$ cat config.mk
export PLATFORM = sky130hd
export DESIGN_NAME = pwm_multichannel
export DESIGN_NICKNAME = d
export VERILOG_FILES = /design/src/rtl/pwm_multichannel_pkg.sv /design/src/rtl/pwm_multichannel_prescaler.sv /design/src/rtl/pwm_multichannel.sv
export SDC_FILE = /design/constraint.sdc
export NUM_CORES = 1
export LEC_CHECK = 0
export ABC_AREA = 0
export CORE_ASPECT_RATIO = 1.2
export CORE_UTILIZATION = 52
export CTS_CLUSTER_SIZE = 20
export DETAILED_ROUTE_END_ITERATION = 12
export HOLD_SLACK_MARGIN = 0.06
export PLACE_DENSITY = 0.73
export SETUP_SLACK_MARGIN = 0.1
export SLEW_MARGIN = 20
export SYNTH_ARGS = -nofsm -noshare
export SYNTH_HDL_FRONTEND = slang
export SYNTH_HIERARCHICAL = 1
export SYNTH_SLANG_ARGS = --single-unit
$ cat constraint.sdc
create_clock -name clk -period 2.8 [get_ports clk]
set_clock_uncertainty 0.1 [all_clocks]
set_input_delay 0.28 -clock clk [delete_from_list [all_inputs] [get_ports clk]]
set_output_delay 0.28 -clock clk [all_outputs]
set_load 0.02 [all_outputs]
$ cat src/rtl/pwm_multichannel_pkg.sv
// Shared types and constants for the multi-channel PWM generator.
//   pwm_state_e : controller states (IDLE, RUN, STOP)
//   EDGE/CENTER : alignment mode encodings as seen on center_mode
//   DIR_UP/DIR_DOWN : period counter direction encodings
package pwm_multichannel_pkg;

    typedef enum logic [1:0] {
        IDLE = 2'd0,
        RUN  = 2'd1,
        STOP = 2'd2
    } pwm_state_e;

    localparam logic EDGE   = 1'b0;
    localparam logic CENTER = 1'b1;

    localparam logic DIR_UP   = 1'b0;
    localparam logic DIR_DOWN = 1'b1;

endpackage

$ cat src/rtl/pwm_multichannel_prescaler.sv
// Prescaler for the PWM period counter: a down-counter that issues a tick
// when it reaches zero and then reloads, so the counter advances once every
// reload+1 clk cycles.
// Ports:
//   clk, reset : system clock, synchronous active-high reset
//   restart    : load the down-counter with reload (start of a run)
//   run        : count while high; hold otherwise
//   reload     : reload value (active prescale)
//   tick       : one-cycle advance strobe for the period counter
module pwm_prescaler #(
    parameter int PRESC_WIDTH = 16
) (
    input  logic                   clk,
    input  logic                   reset,
    input  logic                   restart,
    input  logic                   run,
    input  logic [PRESC_WIDTH-1:0] reload,
    output logic                   tick
);

    localparam logic [PRESC_WIDTH-1:0] PRESC_ONE = PRESC_WIDTH'(1);

    logic [PRESC_WIDTH-1:0] cnt_q, cnt_d;

    // Kept separate from the next-count logic so the reload mux in the
    // parent (which depends on tick) never forms a combinational loop.
    assign tick = run && (cnt_q == '0);

    always_comb begin
        cnt_d = cnt_q;
        if (restart) begin
            cnt_d = reload;
        end else if (run) begin
            if (cnt_q == '0) begin
                cnt_d = reload;
            end else begin
                cnt_d = cnt_q - PRESC_ONE;
            end
        end
    end

    always_ff @(posedge clk) begin
        if (reset) begin
            cnt_q <= '0;
        end else begin
            cnt_q <= cnt_d;
        end
    end

endmodule

$ cat src/rtl/pwm_multichannel.sv
// Multi-channel PWM generator. All channels share one prescaler, one period
// counter and one alignment mode; each channel has its own duty value.
// Configuration is double-buffered in shadow registers and only applied at a
// period boundary (or immediately while idle), so outputs never glitch.
// Ports:
//   clk, reset  : system clock, synchronous active-high reset
//   start       : level run enable; dropping it finishes the current period
//   prescale    : counter advances every prescale+1 clk cycles
//   period      : terminal count of the period counter
//   duty        : packed per-channel duty, channel i at [i*CNT_WIDTH +: CNT_WIDTH]
//   center_mode : 0 = edge-aligned, 1 = center-aligned
//   cfg_load    : one-cycle pulse capturing all config inputs into the shadow
//   cfg_pending : shadow holds values not yet applied
//   period_tick : one-cycle pulse at each period boundary
//   pwm_out     : registered PWM outputs
//   busy        : controller is not idle
//
// state | meaning
// IDLE  | stopped, outputs forced low, pending config applied at once
// RUN   | counting, config applied at each period boundary
// STOP  | finishing the current period; back to RUN if start returns
module pwm_multichannel
    import pwm_multichannel_pkg::*;
#(
    parameter int NUM_CH      = 4,
    parameter int CNT_WIDTH   = 8,
    parameter int PRESC_WIDTH = 16
) (
    input  logic                        clk,
    input  logic                        reset,
    input  logic                        start,
    input  logic [PRESC_WIDTH-1:0]      prescale,
    input  logic [CNT_WIDTH-1:0]        period,
    input  logic [NUM_CH*CNT_WIDTH-1:0] duty,
    input  logic                        center_mode,
    input  logic                        cfg_load,
    output logic                        cfg_pending,
    output logic                        period_tick,
    output logic [NUM_CH-1:0]           pwm_out,
    output logic                        busy
);

    localparam logic [CNT_WIDTH-1:0] CNT_ONE = CNT_WIDTH'(1);

    pwm_state_e state_q, state_d;

    logic [CNT_WIDTH-1:0]        cnt_q, cnt_d;
    logic                        dir_q, dir_d;

    logic [PRESC_WIDTH-1:0]      act_prescale_q, act_prescale_d;
    logic [CNT_WIDTH-1:0]        act_period_q, act_period_d;
    logic [NUM_CH*CNT_WIDTH-1:0] act_duty_q, act_duty_d;
    logic                        act_center_q, act_center_d;

    logic [PRESC_WIDTH-1:0]      sh_prescale_q, sh_prescale_d;
    logic [CNT_WIDTH-1:0]        sh_period_q, sh_period_d;
    logic [NUM_CH*CNT_WIDTH-1:0] sh_duty_q, sh_duty_d;
    logic                        sh_center_q, sh_center_d;
    logic                        cfg_pending_q, cfg_pending_d;

    logic                        period_tick_q, period_tick_d;
    logic [NUM_CH-1:0]           pwm_out_q, pwm_out_d;
    logic [NUM_CH-1:0]           raw;

    logic                        presc_tick;
    logic                        presc_restart;
    logic                        presc_run;
    logic [PRESC_WIDTH-1:0]      presc_reload;
    logic                        boundary;
    logic                        apply;

    // The shadow is copied on the same edge the boundary is reached, so the
    // prescaler reload on that edge must already use the incoming value.
    assign apply         = cfg_pending_q && ((state_q == IDLE) || boundary);
    assign presc_reload  = apply ? sh_prescale_q : act_prescale_q;
    assign presc_restart = (state_q == IDLE) && start;
    assign presc_run     = (state_q != IDLE);

    pwm_prescaler #(
        .PRESC_WIDTH (PRESC_WIDTH)
    ) u_prescaler (
        .clk     (clk),
        .reset   (reset),
        .restart (presc_restart),
        .run     (presc_run),
        .reload  (presc_reload),
        .tick    (presc_tick)
    );

    // Period counter. Center mode walks 0..period..1 and the boundary is the
    // step that lands on 0 going down; period=0 degenerates to edge mode.
    always_comb begin
        cnt_d    = cnt_q;
        dir_d    = dir_q;
        boundary = 1'b0;
        if (state_q == IDLE) begin
            cnt_d = '0;
            dir_d = DIR_UP;
        end else if (presc_tick) begin
            if ((act_center_q == EDGE) || (act_period_q == '0)) begin
                dir_d = DIR_UP;
                if (cnt_q >= act_period_q) begin
                    cnt_d    = '0;
                    boundary = 1'b1;
                end else begin
                    cnt_d = cnt_q + CNT_ONE;
                end
            end else if (dir_q == DIR_UP) begin
                if (cnt_q >= act_period_q) begin
                    cnt_d = act_period_q - CNT_ONE;
                    // period=1: turning around already lands on 0
                    if (act_period_q == CNT_ONE) begin
                        boundary = 1'b1;
                    end else begin
                        dir_d = DIR_DOWN;
                    end
                end else begin
                    cnt_d = cnt_q + CNT_ONE;
                end
            end else begin
                if (cnt_q <= CNT_ONE) begin
                    cnt_d    = '0;
                    dir_d    = DIR_UP;
                    boundary = 1'b1;
                end else begin
                    cnt_d = cnt_q - CNT_ONE;
                end
            end
        end
    end

    // A cfg_load that coincides with a boundary still captures into the
    // shadow; the old shadow is what gets applied, and pending stays set.
    always_comb begin
        sh_prescale_d  = sh_prescale_q;
        sh_period_d    = sh_period_q;
        sh_duty_d      = sh_duty_q;
        sh_center_d    = sh_center_q;
        act_prescale_d = act_prescale_q;
        act_period_d   = act_period_q;
        act_duty_d     = act_duty_q;
        act_center_d   = act_center_q;
        cfg_pending_d  = cfg_pending_q && !apply;
        if (apply) begin
            act_prescale_d = sh_prescale_q;
            act_period_d   = sh_period_q;
            act_duty_d     = sh_duty_q;
            act_center_d   = sh_center_q;
        end
        if (cfg_load) begin
            sh_prescale_d = prescale;
            sh_period_d   = period;
            sh_duty_d     = duty;
            sh_center_d   = center_mode;
            cfg_pending_d = 1'b1;
        end
    end

    always_comb begin
        state_d = state_q;
        case (state_q)
            IDLE: begin
                if (start) begin
                    state_d = RUN;
                end
            end
            RUN: begin
                if (!start) begin
                    state_d = STOP;
                end
            end
            STOP: begin
                if (start) begin
                    state_d = RUN;
                end else if (boundary) begin
                    state_d = IDLE;
                end
            end
            default: state_d = IDLE;
        endcase
    end

    for (genvar i = 0; i < NUM_CH; i++) begin : g_ch
        assign raw[i] = (cnt_q < act_duty_q[i*CNT_WIDTH +: CNT_WIDTH]);
    end

    always_comb begin
        period_tick_d = boundary;
        pwm_out_d     = (state_q == IDLE) ? '0 : raw;
    end

    always_ff @(posedge clk) begin
        if (reset) begin
            state_q        <= IDLE;
            cnt_q          <= '0;
            dir_q          <= DIR_UP;
            act_prescale_q <= '0;
            act_period_q   <= '0;
            act_duty_q     <= '0;
            act_center_q   <= EDGE;
            sh_prescale_q  <= '0;
            sh_period_q    <= '0;
            sh_duty_q      <= '0;
            sh_center_q    <= EDGE;
            cfg_pending_q  <= 1'b0;
            period_tick_q  <= 1'b0;
            pwm_out_q      <= '0;
        end else begin
            state_q        <= state_d;
            cnt_q          <= cnt_d;
            dir_q          <= dir_d;
            act_prescale_q <= act_prescale_d;
            act_period_q   <= act_period_d;
            act_duty_q     <= act_duty_d;
            act_center_q   <= act_center_d;
            sh_prescale_q  <= sh_prescale_d;
            sh_period_q    <= sh_period_d;
            sh_duty_q      <= sh_duty_d;
            sh_center_q    <= sh_center_d;
            cfg_pending_q  <= cfg_pending_d;
            period_tick_q  <= period_tick_d;
            pwm_out_q      <= pwm_out_d;
        end
    end

    assign cfg_pending = cfg_pending_q;
    assign period_tick = period_tick_q;
    assign pwm_out     = pwm_out_q;
    assign busy        = (state_q != IDLE);

endmodule

### After elaboration in Yosys (flattened, before gate mapping)

Index checks and enable logic that the tools add are counted.

| storage, ports and cells | value |
|---|---|
| register bits | 147 |
| input port bits | 61 |
| output and inout port bits | 7 |
| word-level logic and storage cells | 74 |

| operators by class | value |
|---|---|
| add/subtract/negate cells | 4 |
| $lt $le $gt $ge | 6 |
| equality and inequality tests | 6 |
| multiplexer cells | 28 |
| bitwise operators | 1 |
| reduce and logical (&&, ||, !) cells | 14 |

Operators by type and width:

| kind | count |
|---|---|
| two-way mux 16 bit | 4 |
| two-way mux 8 bit | 5 |
| less-than comparator 8 bit | 4 |
| logical NOT 16 bit | 1 |
| subtractor 16 x 1 -> 16 bit (second input constant) | 1 |
| subtractor 8 x 1 -> 8 bit (second input constant) | 2 |
| two-way mux 1 bit | 14 |
| adder 8 x 1 -> 8 bit (second input constant) | 1 |
| equality test 8 x 1 -> 1 bit (second input constant) | 1 |
| greater-or-equal comparator 8 bit | 1 |
| less-or-equal comparator 8 x 1 -> 1 bit (second input constant) | 1 |
| logical NOT 8 bit | 1 |
| two-way mux 2 bit | 4 |
| case mux 2 bit (3 select lines) | 1 |
| logical AND 1 bit | 4 |
| != test 2 bit (second input constant) | 2 |
| nonzero test 2 bit | 2 |
| != test 3 bit (second input constant) | 1 |
| AND reduction 3 bit | 1 |
| equality test 2 x 1 -> 1 bit (second input constant) | 1 |
| equality test 2 bit (second input constant) | 1 |
| logical NOT 2 bit | 1 |
| logical OR 1 bit | 2 |
| OR reduction 2 bit | 1 |
| 2 further kinds | 2 |

### Longest topological paths before layout

| depth | value |
|---|---|
| word-level depth | 13 |
| depth in mapped cells | 13 |
| depth with buffers taken out | 11 |

### By module

Netlist, hierarchy kept.

Modules (own cells, without submodules):

| module | instances | cells an instance | area an instance (µm²) | seq. area each (µm²) |
|---|---|---|---|---|
| pwm_multichannel | 1 | 665 | 6311.1 | 2622.5 |
| pwm_prescaler | 1 | 151 | 1182.4 | 320.3 |

### Least setup slack after synthesis

Ideal clock, no wire load.

| timing | value |
|---|---|
| kind | register to register |
| start point | register state_q[0] |
| end point | register u_prescaler.cnt_q[13] |
| library setup time | 0.127 ns |
| arrival time | 2.608 ns |
| data required time | 2.573 ns |
| path slack | -0.035 ns |
| cell stages (with the launch flop) | 13 |
| path buffers | 2 |
| clock period less this slack | 2.835 ns |
| cells stage by stage | dfxtp_1 -> nor2_1 -> inv_1 -> nor4b_1 -> and4_1 -> buf_2 -> nand2_1 -> o31ai_2 -> a41oi_2 -> buf_6 -> mux2_4 -> nor4b_1 -> or3_1 |

| between the ends | value |
|---|---|
| longest elaborated chain between the ends | 10 |
| elaborated cells between the ends (all ways) | 13 |
| classes of those cells | 6 x mux; 7 x reduce/logical |

Ends and longest elaborated chain:

| element | RTL line | text |
|---|---|---|
| from (decl) | pwm_multichannel.sv:45 | `pwm_state_e state_q, state_d;` |
| from (signal assigned) | pwm_multichannel.sv:209 | `state_q <= state_d;` |
| nonzero test 2 bit (*) | - |  |
| via busy | pwm_multichannel.sv:40 | `output logic busy` |
| logical AND 1 bit (*) | pwm_multichannel_prescaler.sv:27 | `assign tick = run && (cnt_q == '0);` |
| via presc_tick | pwm_multichannel.sv:65 | `logic presc_tick;` |
| two-way mux 1 bit (*) | pwm_multichannel.sv:99 | `end else if (presc_tick) begin` |
| two-way mux 1 bit (*) | pwm_multichannel.sv:96 | `if (state_q == IDLE) begin` |
| logical OR 1 bit (*) | pwm_multichannel.sv:74 | `assign apply = cfg_pending_q && ((state_q == IDLE) \|\| boundary);` |
| logical AND 1 bit (*) | pwm_multichannel.sv:74 |  |
| two-way mux 16 bit (*) | - |  |
| two-way mux 16 bit | pwm_multichannel_prescaler.sv:34 | `if (cnt_q == '0) begin` |
| two-way mux 16 bit | pwm_multichannel_prescaler.sv:33 | `end else if (run) begin` |
| two-way mux 16 bit (*) | pwm_multichannel_prescaler.sv:31 | `if (restart) begin` |
| to (signal assigned) | pwm_multichannel_prescaler.sv:46 | `cnt_q <= cnt_d;` |
| to (decl) | pwm_multichannel_prescaler.sv:23 | `logic [PRESC_WIDTH-1:0] cnt_q, cnt_d;` |

The timed path passes the listed nets; every way through them passes the cells marked *. The select of a mux whose other input is x is not followed.
A chain may end at the register's enable or synchronous reset.

==> flow_summary.toml <==
[run_status]
outcome = "finished, violations left"
violations = "DRC"

[power_and_ir_drop]
vdd_drop_max_mv = 0.332
power_mw = 5.58
power_leakage_nw = 3.99
power_density_nw_per_um2 = 606

[global_route]
grt_pass1_vias = 6140
grt_max_degree = 61
grt_pass1_wl_microns = 30000
globalRouteOverflowTotal = 0
grt_usage_pct = 25.6
antenna_found_initial = 0

[sta]
period_needed_ps = 2600
tightestPinTransition_ps = 657
rsz0062_at_grt = "no"
relSlewSlack_pct = 56.2
setup_violations = 0
fmax_mhz = 384
finalCritPeriodShare_pct = 93.0
hold_viol_final = 0
maxSlewViolCount = 0
tns_ps = 0

[synthesis]
seq_area_frac_synth_pct = 39.3
syn_avg_cell_area_sq_um = 9.18
ys_ff_latch = 147
netlist_area_sq_um = 7490
ys_warn_count = 6
syn_inst = 816
synth_ff_type = "dfxtp_1"
synth_edf_count = 0
async_flop_share_pct = 0
ys_types = 67
synth_fp_nets = 921

[floorplan]
die_x_microns = 112
ioPinCount = 68
die_h_microns = 134
rows = 47
coreArea_sq_um = 13900
die-area_sq_um = 14900
start_util_pct = 53.8

[clocking]
holdBufCountCts = 0
cts_buffer_depth = 2
clk_pin_slew_ps = 60
cts-root-buf = "clkbuf_16"
cts_tree = "built"
cts_buffers = 17
clock_sinks = 147
clock_latency_ps = 420
h-tree-depth = 4

[min_path]
hold_class = "in2reg"

[routing]
totalWireLength_microns = 18200
avgViaCountPerCell = 5.60
drt_iter0_markers = 250
routedWlPerCell_microns = 16.7
firstDrtPassIters = 8
final_antenna_net_count = 0
drc = 3
vias = 6093

[worst_setup_path]
end_kind = "flop"
path_cells = "buf_4 > ha_1 > or2_2 > nand4_4 > o211ai_4 > a41oi_4 > buf_6 > mux2_2 > and3_1 > a21oi_1 > a31oi_1"
cp.required_ps = 2980
worstSetupStartpoint = "cnt_q[0]"
reg2reg_depth = 11
crit_type = "reg2reg"
cp.arrival_ps = 2780
start_kind = "flop"
cpPeakStageDelay_ps = 340
endpoint = "u_prescaler/cnt_q[15]"
rrSetupSlack_ps = 200
crit_path_top_delay_cell = "mux2_2"
reg2reg_to = "u_prescaler/cnt_q[15]"
critPathMaxFanout = 4
reg2reg_from = "cnt_q[0]"

[layout]
utilization_pct = 66.0
area_delta_synth_final_pct = 22.8
multi_input_area_sq_um = 4200
nets = 1009
fillers = 1125
register_area_sq_um = 2950
drive_gt1_share_pct = 14.9
diodes = 0

[placed_design]
hpwl_microns = 13100
port_buffers = 67
place_congestion = 0.889

[run]
drv_cap = 0
## worst min path at each step
stage | from | end | slack [ps] | depth (start not counted)
floorplan | start | state_q[1] | 260 | 1
global placement | state_q[0] | state_q[0] | 370 | 1
detailed placement | sh_duty_q[2] | sh_duty_q[2] | 380 | 2
CTS | reset | sh_prescale_q[11] | 100 | 2
global route | reset | act_prescale_q[6] | 130 | 2
finish | reset | sh_prescale_q[11] | 120 | 2
## cell usage after synthesis (6+ instances only)
master	count	area, sq um
nor3_1	16	80.1
nor2b_1	21	131
dfxtp_1	147	2940
a21oi_1	25	125
o21ai_0	31	155
nand4_1	7	43.8
clkbuf_1	26	97.6
nand3_1	12	60.1
buf_2	9	45.0
mux2_4	15	225
xor2_1	6	52.6
nor2_1	144	541
nand2_1	24	90.1
buf_6	7	78.8
a31oi_1	11	68.8
a211oi_1	10	75.1
nor4_1	7	43.8
mux2i_1	101	1010
inv_1	49	184
ha_1	44	551
or4_1	7	52.6
xnor2_1	11	96.3
## cell type report
type | count | area share (%)
well taps | 171 | 2.32
inverters | 49 | 2.03
flip-flops and latches | 147 | 32.1
clock inverters | 13 | 1.33
multi-input cells | 572 | 45.7
clock buffers | 19 | 4.81
repair buffers | 117 | 11.7
## timing repair
action	in CTS	in global routing
resized for setup	3	25
pin swaps	0	3
setup buffers	0	5
endpoints found under the setup margin	10	37
## where the power goes
part / switching [mW] / internal [mW] / leakage, nW / total, mW
logic: 0.579 / 0.516 / 2.51 / 1.09
clock network: 0.930 / 1.26 / 0.279 / 2.19
registers: 0.0893 / 2.20 / 1.20 / 2.29
total: 1.60 / 3.98 / 3.99 / 5.58
## metal layers
metal	part of all wire [%]	vias up	wire length, microns	track usage (%)
met5	0	-	0	0
met4	3.0	0	552	13.4
met3	3.8	41	695	4.23
met2	51	139	9230	44.7
met1	42	2881	7730	30.0
li1	-	3032	-	-
## kinds of logic (layout without fill, tap and decap cells)
family          count (synthesis)  after routing  synth area share, %
fa+ha+maj                      44             44                 7.35
flops                         147            147                 39.3
simple gates                  273            273                 18.3
buf+inv                        97            198                 5.78
xor+xnor                       17             17                 1.99
mux                           117            117                 16.6
compound gates                121            121                 10.7
## stage by stage
stage / cells / worst slack (ps) / hold slack [ps] / area (sq um)
after floorplan: 816 / 110 / 258 / 7500
after global placement: 1051 / 114 / 366 / 8510
after detailed placement: 1051 / 48.4 / 381 / 8510
after CTS: 1083 / 98.7 / 104 / 9090
after global routing: 1088 / 101 / 126 / 9210
final: 1088 / 196 / 120 / 9210
## critical path, delay by kind of cell, from the launching register on
family                     cells  cell delay (ps)
AOI/OAI and AO/OA              4              590
adders and majority gates      1              180
buffers and inverters          2              280
DFF                            1              320
muxes                          1              340
and+or+nand+nor                3              650
## flip-flops by register name, indices dropped and copies added (netlist names), 4 cells and up
name	cells
act_duty_q	32
sh_duty_q	32
act_prescale_q	16
sh_prescale_q	16
u_prescaler/cnt_q	16
act_period_q	8
cnt_q	8
sh_period_q	8
pwm_out	4
## cells in the final DEF (no fill, tap or decap), drive strengths merged, types with 5 or more instances in the layout
| master | n |
|---|---|
| dfxtp | 147 |
| nor2 | 146 |
| mux2i | 101 |
| clkdlybuf4s50 | 65 |
| inv | 55 |
| buf | 52 |
| ha | 44 |
| o21ai | 33 |
| a21oi | 25 |
| nand2 | 24 |
| nor2b | 21 |
| clkbuf | 19 |
| nor3 | 18 |
| mux2 | 16 |
| nand3 | 12 |
| xnor2 | 11 |
| a31oi | 11 |
| a211oi | 11 |
| nor4 | 10 |
| nand4 | 8 |
| or4 | 8 |
| xor2 | 6 |
| nor4b | 6 |
| a21boi | 5 |
| a311oi | 5 |
| clkinv | 5 |
Note: power is estimated with default switching activity, not from simulation.
